===== src/rtl/quad_pkg.sv =====
// quad_pkg: shared types and helpers for the quadrature input conditioner.
//   quad_state_t : INIT (arming after reset) / RUN (decoding).
//   quad_step_t  : classification of one {a,b} transition.
//   SEQ_0..SEQ_3 : forward-sequence encodings of {a,b}, 00 -> 10 -> 11 -> 01.
//   quad_step()  : classifies a prev -> cur transition as none / fwd / rev / illegal.
package quad_pkg;

  typedef enum logic {
    INIT = 1'b0,
    RUN  = 1'b1
  } quad_state_t;

  typedef enum logic [1:0] {
    STEP_NONE    = 2'd0,
    STEP_FWD     = 2'd1,
    STEP_REV     = 2'd2,
    STEP_ILLEGAL = 2'd3
  } quad_step_t;

  localparam logic [1:0] SEQ_0 = 2'b00;
  localparam logic [1:0] SEQ_1 = 2'b10;
  localparam logic [1:0] SEQ_2 = 2'b11;
  localparam logic [1:0] SEQ_3 = 2'b01;

  // Position of an {a,b} code within the forward sequence (0..3).
  function automatic logic [1:0] seq_index(input logic [1:0] ab);
    case (ab)
      SEQ_0:   return 2'd0;
      SEQ_1:   return 2'd1;
      SEQ_2:   return 2'd2;
      default: return 2'd3;
    endcase
  endfunction

  // A single-bit change moves one position around the 4-state ring; the
  // modulo-4 index difference tells forward (+1) from reverse (-1).
  function automatic quad_step_t quad_step(input logic [1:0] prev,
                                           input logic [1:0] cur);
    logic [1:0] delta;
    delta = seq_index(cur) - seq_index(prev);
    if (prev == cur)                 return STEP_NONE;
    else if ((prev ^ cur) == 2'b11)  return STEP_ILLEGAL;
    else if (delta == 2'd1)          return STEP_FWD;
    else                             return STEP_REV;
  endfunction

endpackage


===== src/rtl/quad_glitch_filter.sv =====
// quad_glitch_filter: two-flop synchroniser plus stability counter for one
// encoder channel. The filtered level only follows the synchronised input
// after it has differed for FILTER_CYCLES consecutive samples.
//   clk   : system clock
//   rst   : asynchronous active-high reset
//   raw   : asynchronous raw channel input
//   level : filtered channel level
module quad_glitch_filter #(
  parameter int FILTER_CYCLES = 16
) (
  input  logic clk,
  input  logic rst,
  input  logic raw,
  output logic level
);

  localparam int CW = (FILTER_CYCLES > 1) ? $clog2(FILTER_CYCLES) : 1;
  localparam logic [CW-1:0] CNT_MAX = CW'(FILTER_CYCLES - 1);
  localparam logic [CW-1:0] CNT_ONE = CW'(1);

  logic          sync1;
  logic          sync2;
  logic [CW-1:0] cnt;

  // NOTE: all state in clocked blocks uses non-blocking assignments so every
  // flop samples pre-edge values; blocking here would collapse the sync chain.
  always_ff @(posedge clk or posedge rst) begin
    if (rst) begin
      sync1 <= 1'b0;
      sync2 <= 1'b0;
      cnt   <= '0;
      level <= 1'b0;
    end else begin
      sync1 <= raw;
      sync2 <= sync1;
      if (sync2 == level) begin
        cnt <= '0;
      end else if (cnt == CNT_MAX) begin
        // The FILTER_CYCLES-th consecutive differing sample commits the change.
        level <= ~level;
        cnt   <= '0;
      end else begin
        cnt <= cnt + CNT_ONE;
      end
    end
  end

endmodule


===== src/rtl/quadrature_input_conditioner.sv =====
// quadrature_input_conditioner: synchronises and deglitches the A/B encoder
// lines, then decodes the quadrature sequence into direction, step pulses,
// a wrapping signed position and illegal-transition pulses.
//   clk_in, reset_in               : clock, asynchronous active-high reset
//   tachometer_raw_a/b             : raw asynchronous encoder channels
//   tachometer_out_a/b             : filtered channel levels
//   dir_o                          : last legal direction (1 = forward)
//   step_valid_o / illegal_o       : one-cycle event pulses
//   position_o                     : signed step count, wraps
//   err_count_o                    : saturating illegal count, only when
//                                    QUAD_ERROR_COUNT_EN is defined
module quadrature_input_conditioner
  import quad_pkg::*;
#(
  parameter int FILTER_CYCLES = 16,
  parameter int POS_WIDTH     = 32
`ifdef QUAD_ERROR_COUNT_EN
  ,
  parameter int ERR_CNT_WIDTH = 8
`endif
) (
  input  logic                        clk_in,
  input  logic                        reset_in,
  input  logic                        tachometer_raw_a,
  input  logic                        tachometer_raw_b,
  output logic                        tachometer_out_a,
  output logic                        tachometer_out_b,
  output logic                        dir_o,
  output logic                        step_valid_o,
  output logic signed [POS_WIDTH-1:0] position_o,
  output logic                        illegal_o
`ifdef QUAD_ERROR_COUNT_EN
  ,
  output logic [ERR_CNT_WIDTH-1:0]    err_count_o
`endif
);

  localparam int ARM_W = $clog2(FILTER_CYCLES + 2);
  localparam logic [ARM_W-1:0] ARM_LAST = ARM_W'(FILTER_CYCLES + 1);
  localparam logic [ARM_W-1:0] ARM_ONE  = ARM_W'(1);
  localparam logic signed [POS_WIDTH-1:0] POS_ONE = POS_WIDTH'(1);

  quad_state_t      state;
  logic [ARM_W-1:0] arm_cnt;
  logic [1:0]       prev_ab;
  logic [1:0]       cur_ab;
  quad_step_t       step_kind;

  quad_glitch_filter #(.FILTER_CYCLES(FILTER_CYCLES)) u_filter_a (
    .clk   (clk_in),
    .rst   (reset_in),
    .raw   (tachometer_raw_a),
    .level (tachometer_out_a)
  );

  quad_glitch_filter #(.FILTER_CYCLES(FILTER_CYCLES)) u_filter_b (
    .clk   (clk_in),
    .rst   (reset_in),
    .raw   (tachometer_raw_b),
    .level (tachometer_out_b)
  );

  assign cur_ab    = {tachometer_out_a, tachometer_out_b};
  assign step_kind = quad_step(prev_ab, cur_ab);

  // INIT lets the filters settle from their reset level before any decoding;
  // prev_ab keeps tracking the filtered inputs so RUN starts from a fresh baseline.
  always_ff @(posedge clk_in or posedge reset_in) begin
    if (reset_in) begin
      state        <= INIT;
      arm_cnt      <= '0;
      prev_ab      <= 2'b00;
      dir_o        <= 1'b0;
      step_valid_o <= 1'b0;
      illegal_o    <= 1'b0;
      position_o   <= '0;
    end else begin
      prev_ab      <= cur_ab;
      step_valid_o <= 1'b0;
      illegal_o    <= 1'b0;
      case (state)
        INIT: begin
          if (arm_cnt == ARM_LAST) state   <= RUN;
          else                     arm_cnt <= arm_cnt + ARM_ONE;
        end
        RUN: begin
          case (step_kind)
            STEP_FWD: begin
              step_valid_o <= 1'b1;
              dir_o        <= 1'b1;
              position_o   <= position_o + POS_ONE;
            end
            STEP_REV: begin
              step_valid_o <= 1'b1;
              dir_o        <= 1'b0;
              position_o   <= position_o - POS_ONE;
            end
            STEP_ILLEGAL: illegal_o <= 1'b1;
            default: ;
          endcase
        end
        default: state <= INIT;
      endcase
    end
  end

`ifdef QUAD_ERROR_COUNT_EN
  always_ff @(posedge clk_in or posedge reset_in) begin
    if (reset_in) begin
      err_count_o <= '0;
    end else if (illegal_o && (err_count_o != '1)) begin
      err_count_o <= err_count_o + ERR_CNT_WIDTH'(1);
    end
  end
`endif

endmodule

===== config.mk =====
export PLATFORM = sky130hd
export DESIGN_NAME = quadrature_input_conditioner
export DESIGN_NICKNAME = d
export VERILOG_FILES = /design/src/rtl/quad_pkg.sv /design/src/rtl/quad_glitch_filter.sv /design/src/rtl/quadrature_input_conditioner.sv
export SDC_FILE = /design/constraint.sdc
export NUM_CORES = 1
export LEC_CHECK = 0
export ABC_AREA = 1
export BUFFER_PORTS_ARGS = -buffer_cell sky130_fd_sc_hd__buf_2
export CAP_MARGIN = 20
export CORE_MARGIN = 10
export CORE_UTILIZATION = 55
export DETAILED_ROUTE_END_ITERATION = 8
export PLACE_DENSITY = 0.75
export SYNTH_ARGS = -nofsm -noshare
export SYNTH_HDL_FRONTEND = slang
export SYNTH_SLANG_ARGS = --single-unit

===== constraint.sdc =====
create_clock -name clk_in -period 3.3 [get_ports clk_in]
set_input_delay 0.33 -clock clk_in [delete_from_list [all_inputs] [get_ports clk_in]]
set_output_delay 0.33 -clock clk_in [all_outputs]
set_load 0.02 [all_outputs]

==> results, run 1 <==
- The power density over the cells is 299.9 nW/µm².
- Max-cap violations in this run came to 0.
- The die covers 11990 µm².
- STA puts the critical path data required time at 3.54 ns.
- During I/O placement, the number of pins put on the boundary was 41.
- The count of filler cells inserted in the layout is 701.
- The time the worst path needs with I/O delays and setup is 3.092 ns.
- The count of final max-slew check failures is 0.
- The repair_antennas step left the layout with diodes totalling 0.
- The post-route netlist has 19.03% of its cells at a drive strength greater than 1.
- The number of nets produced by synthesis is 658.
- The highest attainable clock frequency is 323.5 MHz.
- In this run, CTS created clock tree buffers numbering 9.
- The count of mapped cells out of synthesis is 642.
- The met3 usage in global routing is 5.559%.
- The die is 109.5 µm tall.
- During synthesis, Yosys emitted a total of 0 warnings.
- The routed via count is 4300.
- Setup violations remaining at the end of the flow were counted as 0.
- Buffers inserted to repair hold after CTS numbered 0.
- On the final layout, the worst clock skew is 0.01530 ns.
- After clock tree synthesis, the clock-pin slew on the worst setup and hold paths is 0.08 ns.
- Prior to clock tree synthesis, the placed netlist has a worst setup slack of 0.1112 ns.
- The detailed router finished its first iteration with 330 violations.
- On the final layout, the worst hold slack is 0.09360 ns.
- During placement, the flow inserted port buffers numbering 40.
- Routability-driven placement finished with a final weighted congestion of 0.9502.
- The first detailed-routing pass ran for 5 iterations.
- The number of distinct library cells after synthesis is 36.
- After synthesis, the mean cell area works out to 6.860 µm².
- The part of the Yosys area used for sequential elements is 32.39%.
- Total power for the finished layout comes to 1.533 mW.
- The initial core utilization is 56.70%.
- In the final routed layout, each cell accounts on average for 14.92 µm.
- Counting flops and latches in the post-synthesis netlist gives 57.
- STA classifies the critical path endpoint as a flop.
- The netlist area before placement is 4404 µm².
- The global routing usage on met1 is 27.42%.
- The number of antenna violations at the first check in global routing is 0.
- The critical setup path kind is reg -> reg.
- The kind of start point of the critical path is a flop.
- For the pin with the worst max-slew slack, the measured transition is 0.9403 ns.
- The most congested layer reported by global routing is met2.
- The initialized floorplan defines 32 standard-cell rows.
- The post-detailed-placement half-perimeter wirelength is 8795 µm.
- The leakage power of the design is 2.782 nW.
- The maximum ir drop on the vdd rail is 0.1769 mV.
- The total routing resource utilization after global routing is 20.67%.
- For the worst-skew pair, the clock arrives at the later sink with an insertion delay of 0.35 ns.
- The core footprint is 7767 µm².
- The final total negative setup slack is 0 ns.
- The slack of the critical path is 0.2083 ns.
- Once detail routing completed, the nets flagged for antenna violations numbered 0.
- The worst slew margin relative to its limit is 37.22%.
- The tightest min-delay check is of the in -> reg type.
- Using the TritonRoute via totals, the vias-per-cell ratio works out to 5.368.
- Entering global routing, the biggest net connects 45 pins.
- The total clock sinks is 57.
- The area growth from synthesis to layout is 16.05%.
- The run finished with clean final reports.
- The placed instances occupy a cell area of 4677 µm².
- The final instance area is 5111 µm².
- After layout, the worst path uses 93.69% of the clock period.
- The die width is 109.5 µm.
- TritonCTS built the clock tree.
- The deepest clock path buffer count is 2.
- The via count of the first global-routing pass was 4068.
- The worst path arrival time is 3.33 ns.
- In this run the worst path has a maximum fanout of 8.
- The cell chosen for the clock root is sky130_fd_sc_hd__clkbuf_8.
- In the routed design, unresolved DRC markers number 0.
- The clock tree synthesis step divided the H-tree into 3 levels.
- The final number of hold-violating endpoints is 0.
- The post-detailed-routing wire length is 11950 µm.
- The first-pass GRT wire length is 19870 µm.
- The routing usage on met2 is 33.13%.
- For this run the aggregate overflow at the end of global routing stands at 0.
- The number of nets at the end of the flow is 710.
==> what timing repair did <==
| item | in CTS | in global routing |
|---|---|---|
| resized for setup | 0 | 35 |
| setup endpoints to repair | 0 | 24 |
| buffers inserted | 0 | 11 |
==> sequential cells by signal, summed over array words and instances (netlist names) <==
register	count
position_o	32
dir_o	1
illegal_o	1
u_filter_a.cnt	4
u_filter_b.cnt	4
state	1
u_filter_b.sync2	1
arm_cnt	5
u_filter_a.sync2	1
u_filter_a.sync1	1
u_filter_b.level	1
u_filter_a.level	1
prev_ab	2
step_valid_o	1
u_filter_b.sync1	1
==> cell usage after synthesis (all sizes together) <==
library cell	count	area share [%]
nand2	220	19
nand4	2	0.28
nor3	2	0.34
o21ai	32	3.9
xor2	35	7.5
clkbuf	5	0.43
nand3	59	7.0
buf	11	2.1
nand3b	3	0.51
o21bai	1	0.26
a31o	1	0.20
o41ai	27	5.4
and2	8	1.1
dfrtp	57	32
mux2	1	0.26
inv	89	7.6
nor2	61	5.6
ha	12	3.4
a21oi	10	1.1
xnor2	6	1.2
==> per-stage QoR <==
stage / std cells / utilization, %
finish: 801 / 65.80
global route: 801 / 65.80
CTS: 790 / 63.11
detailed placement: 774 / 60.21
global placement: 774 / 60.21
floorplan: 642 / -
==> cell usage in the layout, fill, tap and decap left out, types with 3 or more instances in the layout <==
| cell type | instances |
|---|---|
| sky130_fd_sc_hd__nand2_1 | 202 |
| sky130_fd_sc_hd__xnor2_1 | 6 |
| sky130_fd_sc_hd__o21ai_0 | 25 |
| sky130_fd_sc_hd__a21oi_1 | 9 |
| sky130_fd_sc_hd__and2_1 | 7 |
| sky130_fd_sc_hd__nand2_2 | 17 |
| sky130_fd_sc_hd__xor2_2 | 8 |
| sky130_fd_sc_hd__ha_1 | 11 |
| sky130_fd_sc_hd__nor2_2 | 17 |
| sky130_fd_sc_hd__inv_2 | 3 |
| sky130_fd_sc_hd__xor2_1 | 27 |
| sky130_fd_sc_hd__buf_2 | 40 |
| sky130_fd_sc_hd__nand3_1 | 58 |
| sky130_fd_sc_hd__nand3b_1 | 3 |
| sky130_fd_sc_hd__buf_4 | 15 |
| sky130_fd_sc_hd__nor2_1 | 42 |
| sky130_fd_sc_hd__inv_1 | 86 |
| sky130_fd_sc_hd__o21ai_1 | 4 |
| sky130_fd_sc_hd__dfrtp_1 | 55 |
| sky130_fd_sc_hd__o41ai_1 | 27 |
| sky130_fd_sc_hd__clkbuf_8 | 9 |
==> power by group <==
part	internal [mW]	leakage [nW]	total, mW	switching (mW)
Clock	0.431	0.106	0.758	0.327
Combinational	0.0173	1.91	0.0558	0.0385
Sequential	0.710	0.763	0.719	0.00853
==> final cells by class <==
cell class | count | area (µm²) | area share [%]
multi-input combinational | 480 | 2651 | 51.87
sequential | 57 | 1429 | 27.96
timing repair buffer | 57 | 344.1 | 6.732
inverter | 89 | 334.1 | 6.536
tap | 102 | 127.6 | 2.497
clock buffer | 9 | 123.9 | 2.424
clock inverter | 7 | 101.3 | 1.983
==> logic make-up (layout without fill, tap and decap cells) <==
logic type | Yosys count | count (layout) | synth area share, %
XOR/XNOR | 41 | 41 | 8.665
AND/OR/NAND/NOR | 355 | 355 | 34.29
adder cells (fa/ha/maj) | 12 | 12 | 3.409
AO/OA/AOI/OAI | 71 | 71 | 10.85
flip-flops | 57 | 57 | 32.39
multiplexers | 1 | 1 | 0.2557
buffers and inverters | 105 | 162 | 10.14
==> routing by layer <==
metal / wire [µm] / part of all wire (%)
met1: 5443 / 46
met2: 5529 / 46
met3: 851 / 7.1
met4: 122 / 1.0
met5: 0 / 0
==> path summary, 6_finish.rpt <==
check	endpoint	startpoint	slack [ns]	cells past startpoint
max	position_o[18]	u_filter_b.level	0.21	21
min	u_filter_a.sync1	tachometer_raw_a	0.09	1
max in group asynchronous	u_filter_b.sync1	reset_in	2.42	3
min reg2reg	u_filter_b.sync2	u_filter_b.sync1	0.35	0
max reg2reg	position_o[18]	u_filter_b.level	0.21	21
min in group asynchronous	position_o[25]	reset_in	0.19	2
==> worst max-delay path: stages (launching register included) <==
cell                      delay, ns
sky130_fd_sc_hd__dfrtp_2       0.46
sky130_fd_sc_hd__buf_4         0.15
sky130_fd_sc_hd__xnor2_1       0.24
sky130_fd_sc_hd__inv_1         0.07
sky130_fd_sc_hd__ha_1          0.25
sky130_fd_sc_hd__nor2_4        0.26
sky130_fd_sc_hd__nand2_8       0.12
sky130_fd_sc_hd__nand2_1       0.07
sky130_fd_sc_hd__nand2_1       0.09
sky130_fd_sc_hd__inv_1         0.07
sky130_fd_sc_hd__ha_1          0.13
sky130_fd_sc_hd__inv_1         0.03
sky130_fd_sc_hd__nand2_1       0.11
sky130_fd_sc_hd__nand4_1       0.16
sky130_fd_sc_hd__o21ai_4       0.24
sky130_fd_sc_hd__nand2_1       0.11
sky130_fd_sc_hd__nand2_2       0.11
sky130_fd_sc_hd__nand2_1       0.08
sky130_fd_sc_hd__nand2_1       0.06
sky130_fd_sc_hd__nand2_1       0.05
sky130_fd_sc_hd__nand3_1       0.07
sky130_fd_sc_hd__nand2_1       0.07
No activity file was read; power rests on OpenSTA's default activity.
==> run 2, diff against run 1 <==
--- a/config.mk
+++ b/config.mk
@@ -10,8 +10,9 @@
 export CAP_MARGIN = 20
 export CORE_MARGIN = 10
 export CORE_UTILIZATION = 55
+export CTS_BUF_LIST = sky130_fd_sc_hd__clkbuf_16
 export DETAILED_ROUTE_END_ITERATION = 8
-export PLACE_DENSITY = 0.75
+export PLACE_DENSITY = 0.78
 export SYNTH_ARGS = -nofsm -noshare
 export SYNTH_HDL_FRONTEND = slang
 export SYNTH_SLANG_ARGS = --single-unit
==> constraint.sdc (replaced) <==
create_clock -name clk_in -period 2.6 [get_ports clk_in]
set_input_delay 0.26 -clock clk_in [delete_from_list [all_inputs] [get_ports clk_in]]
set_output_delay 0.26 -clock clk_in [all_outputs]
set_load 0.02 [all_outputs]
==> run 2 against run 1 <==
Sequential cell count did not move. First-iteration DRC count is 95% higher. Clock skew decreased by 0.0059 ns. Power is 45% higher. Sequential share of layout area shrank 5.5 points. Core utilization up 16 points. Critical path depth increased by 1. Final cell count is 10% higher. Largest cell class unchanged. The flow now finishes with violations (setup timing). Maximum frequency grew 4.3%. Cell area is 25% higher. Highest routed layer unchanged.
==> results, run 2 (synthesized netlist as in run 1, its figures left out) <==
- The power density over the cells was 348.8 nW/µm² (+16%).
- The clock skew after layout came to 0.009368 ns (-0.005932 ns).
- The total congestion overflow after global routing was 0 (unchanged).
- The path type of the worst min-delay path is in -> reg.
- The clock-pin slew reported for the worst setup and hold paths after clock tree synthesis is 0.06 ns (-0.02 ns).
- The highest attainable clock frequency was 337.2 MHz (+4.3%).
- The number of flip-flops under the largest register name is 32 (unchanged).
- The count of nets left with antenna violations after detail routing was 0 (unchanged).
- The time the worst path needs with I/O delays and setup is 2.965 ns (-0.1263 ns).
- The worst slew margin relative to its limit is 44.61% (+7.4 points).
- Among cell families on the critical path, the largest total delay comes from simple AND/OR/NAND/NOR gates.
- In the layout the commonest cells are sky130_fd_sc_hd__nand2_1, sky130_fd_sc_hd__buf_4, sky130_fd_sc_hd__inv_1, sky130_fd_sc_hd__dfrtp_1.
- The setup violation total in the final timing report came to 27 (+27).
- The number of nets at the end of the flow is 790 (+11%).
- The post-detailed-placement half-perimeter wirelength was 9934 µm (+13%).
- The first-pass GRT wire length is 22890 µm (+15%).
- The checks that failed: setup timing.
- The run finished, with violations left.
- Clock tree synthesis selected as its root buffer the cell sky130_fd_sc_hd__clkbuf_16.
- The start of the worst register-to-register path is u_filter_a.level.
- The final instance area is 6371 µm² (+25%).
- The total internal power is 1.687 mW (+46%).
- The maximum ir drop on the vdd rail is 0.3382 mV (+91%).
- TritonCTS built the clock tree.
- The clock latency at the later pin of the worst-skew pair was 0.34 ns (about the same).
- The number of diodes added for antenna fixing was 0 (unchanged).
- The total clock buffers created by CTS was 9 (unchanged).
- The number of antenna violations at the first check in global routing is 0 (unchanged).
- In the final layout, the registers with the most flip-flops are position_o x32, arm_cnt x5.
- The largest driver fanout on the critical path is 6 (-2).
- The number of DRC markers after the initial detailed-route iteration is 645 (+95%).
- Counting flops per register, the top entry is position_o.
- The combinational share of power is 4.0% (+0.4 points).
- The standard-cell row count is 32 (unchanged).
- The minimum setup slack among reg-to-reg paths is -0.37 ns (-0.57 ns).
- The total of max-cap violations is 0 (unchanged).
- STA classifies the critical path endpoint as a flop.
- The critical path startpoint is u_filter_a.level.
- The global placer's final weighted congestion is 0.9898 (+4.2%).
- The leakage power of the design is 3.329 nW (+20%).
- The maximum cell stage delay along the critical path is 0.44 ns (-0.02 ns).
- In this run the critical register-to-register path is captured at position_o[24].
- The height of the die was 109.5 µm (unchanged).
- The maximum number of pins on one net before global-route repair is 25 (-44%).
- The sequential power share is 41.2% (-5.7 points).
- The largest individual stage delay along the critical path comes from the cell sky130_fd_sc_hd__dfrtp_2.
- The area enclosed by the die boundary is 11990 µm² (unchanged).
- The total routing resource utilization after global routing is 23.94% (+3.3 points).
- The H-tree depth reported by CTS is 3 (unchanged).
- The slack of the critical path was -0.3653 ns (-0.5737 ns).
- The switching power is 535.0 µW (+43%).
- The depth of the critical timing path with buffers and inverters included was 22 (+4.8%).
- STA classifies the critical path startpoint as a flop.
- The average wire per standard cell is 17.52 µm (+17%).
- Traced cell by cell, the critical path runs through buf_12 -> xnor2_4 -> inv_1 -> ha_2 -> nor2_4 -> buf_4 -> buf_6 -> nand3_2 -> nand2_4 -> inv_2 -> ha_4 -> inv_2 -> nand2_2 -> buf_4 -> inv_1 -> o21ai_2 -> nand2_1 -> nand2_2 -> nand3_2 -> nand3_1 -> nand3_1 -> nand2_1.
- The total iterations of the first detailed-routing run came to 6 (+1).
- The critical path in this run is classified as reg -> reg.
- The via count of the first global-routing pass is 4640 (+14%).
- The critical path buffer and inverter count came to 8 (+4).
- The slew at the pin closest to its max-slew limit was 0.8201 ns (-0.1202 ns).
- The post-detailed-routing wire length is 15440 µm (+29%).
- The count of final max-slew check failures is 0 (unchanged).
- The post-route total power is 2.222 mW (+45%).
- The final number of hold-violating endpoints is 0 (unchanged).
- The worst path arrival time came to 3.19 ns (-0.14 ns).
- The data required time at the worst endpoint is 2.82 ns (-0.72 ns).
- The switching share of power is 24.08% (-0.33 points).
- The clock share of power is 54.8% (+5.3 points).
- The layout cell share with drive strength beyond 1 is 40.31% (+21 points).
- The initial core utilization is 56.70% (unchanged).
- The number of vias per cell after detailed routing is 5.795 (+7.9%).
- The count of cells along the worst register-to-register path is 22 (+4.8%).
- The deepest clock path buffer count is 2 (unchanged).
- The placed cell area was 5293 µm² (+13%).
- The count of unresolved DRC violations after routing is 0 (unchanged).
- The number of port buffers was 40 (unchanged).
- The total clock sinks came to 57 (unchanged).
- Setup repair after global routing could not meet its margin everywhere.
- The area growth from synthesis to layout is 44.66%.
- The number of top-level pins is 41 (unchanged).
- The core footprint is 7767 µm² (unchanged).
- The worst hold path cell count is 1 (unchanged).
- The die width is 109.5 µm (unchanged).
- The final critical-path share of the clock period came to 114.1% (+20 points).
- The most critical setup path has its endpoint at position_o[24].
- Leaving out fill and tap cells, the most frequent cell in the layout is sky130_fd_sc_hd__nand2_1.
- The routed via count was 5105 (+19%).
==> run 2: how the worst min path moves through the flow <==
| stage | from | slack, ns | endpoint |
|---|---|---|---|
| after global placement | reset_in | 0.30 | arm_cnt[3] |
| after CTS | tachometer_raw_a | 0.03 | u_filter_a.sync1 |
| final | tachometer_raw_a | 0.02 | u_filter_a.sync1 |
| after floorplan | tachometer_raw_a | 0.29 | u_filter_a.sync1 |
| after detailed placement | reset_in | 0.32 | position_o[13] |
| after global routing | tachometer_raw_a | 0.03 | u_filter_a.sync1 |
==> run 2: cell type report <==
class,instances,area (µm²)
Inverter,89,334.1
Tap cell,102,127.6
Clock buffer,9,225.2
Clock inverter,7,77.57
Multi-Input combinational cell,480,3133
Fill cell,490,1396
Sequential cell,57,1429
Timing Repair Buffer,137,1045
==> run 2: what timing repair did <==
| item | in CTS | in global routing |
|---|---|---|
| endpoints found under the setup margin | 27 | 28 |
| buffers inserted | 17 | 5 |
| cloned | 1 | 0 |
| hold endpoints to repair | 22 | 0 |
| pin swaps | 40 | 27 |
| hold buffers | 1 | 0 |
| resized for setup | 95 | 67 |
==> run 2: power by group through the flow <==
stage | clock (mW) | sequential (mW) | combinational (mW)
6_report | 1.22 | 0.915 | 0.0891
5_1_grt | 1.27 | 0.916 | 0.100
4_1_cts | 1.22 | 0.915 | 0.0877
3_5_place_dp | 0 | 0.930 | 0.0806
3_3_place_gp | 0 | 0.930 | 0.0775
2_1_floorplan | 0 | 0.934 | 0.0439
==> run 2: routing by layer <==
metal  track usage, %  part of all wire, %  up-vias
li1                 -                    -     2315
met1            31.62                   39     2365
met2            38.88                   47      337
met3            4.389                   10       88
met4            7.528                  3.9        0
met5                0                    0        -
==> run 2: metrics by stage <==
step / setup TNS (ns) / setup slack, ns / util, % / hold WS, ns / std cells
3_3_place_gp: -2.312 / -0.2011 / 68.14 / 0.3009 / 842
2_1_floorplan: -1.521 / -0.1847 / - / 0.2914 / 642
5_1_grt: -9.873 / -0.5032 / 82.02 / 0.02873 / 881
3_5_place_dp: -3.703 / -0.3069 / 68.14 / 0.3195 / 842
6_report: -5.991 / -0.3653 / 82.02 / 0.02367 / 881
4_1_cts: -2.092 / -0.1798 / 78.29 / 0.02905 / 876
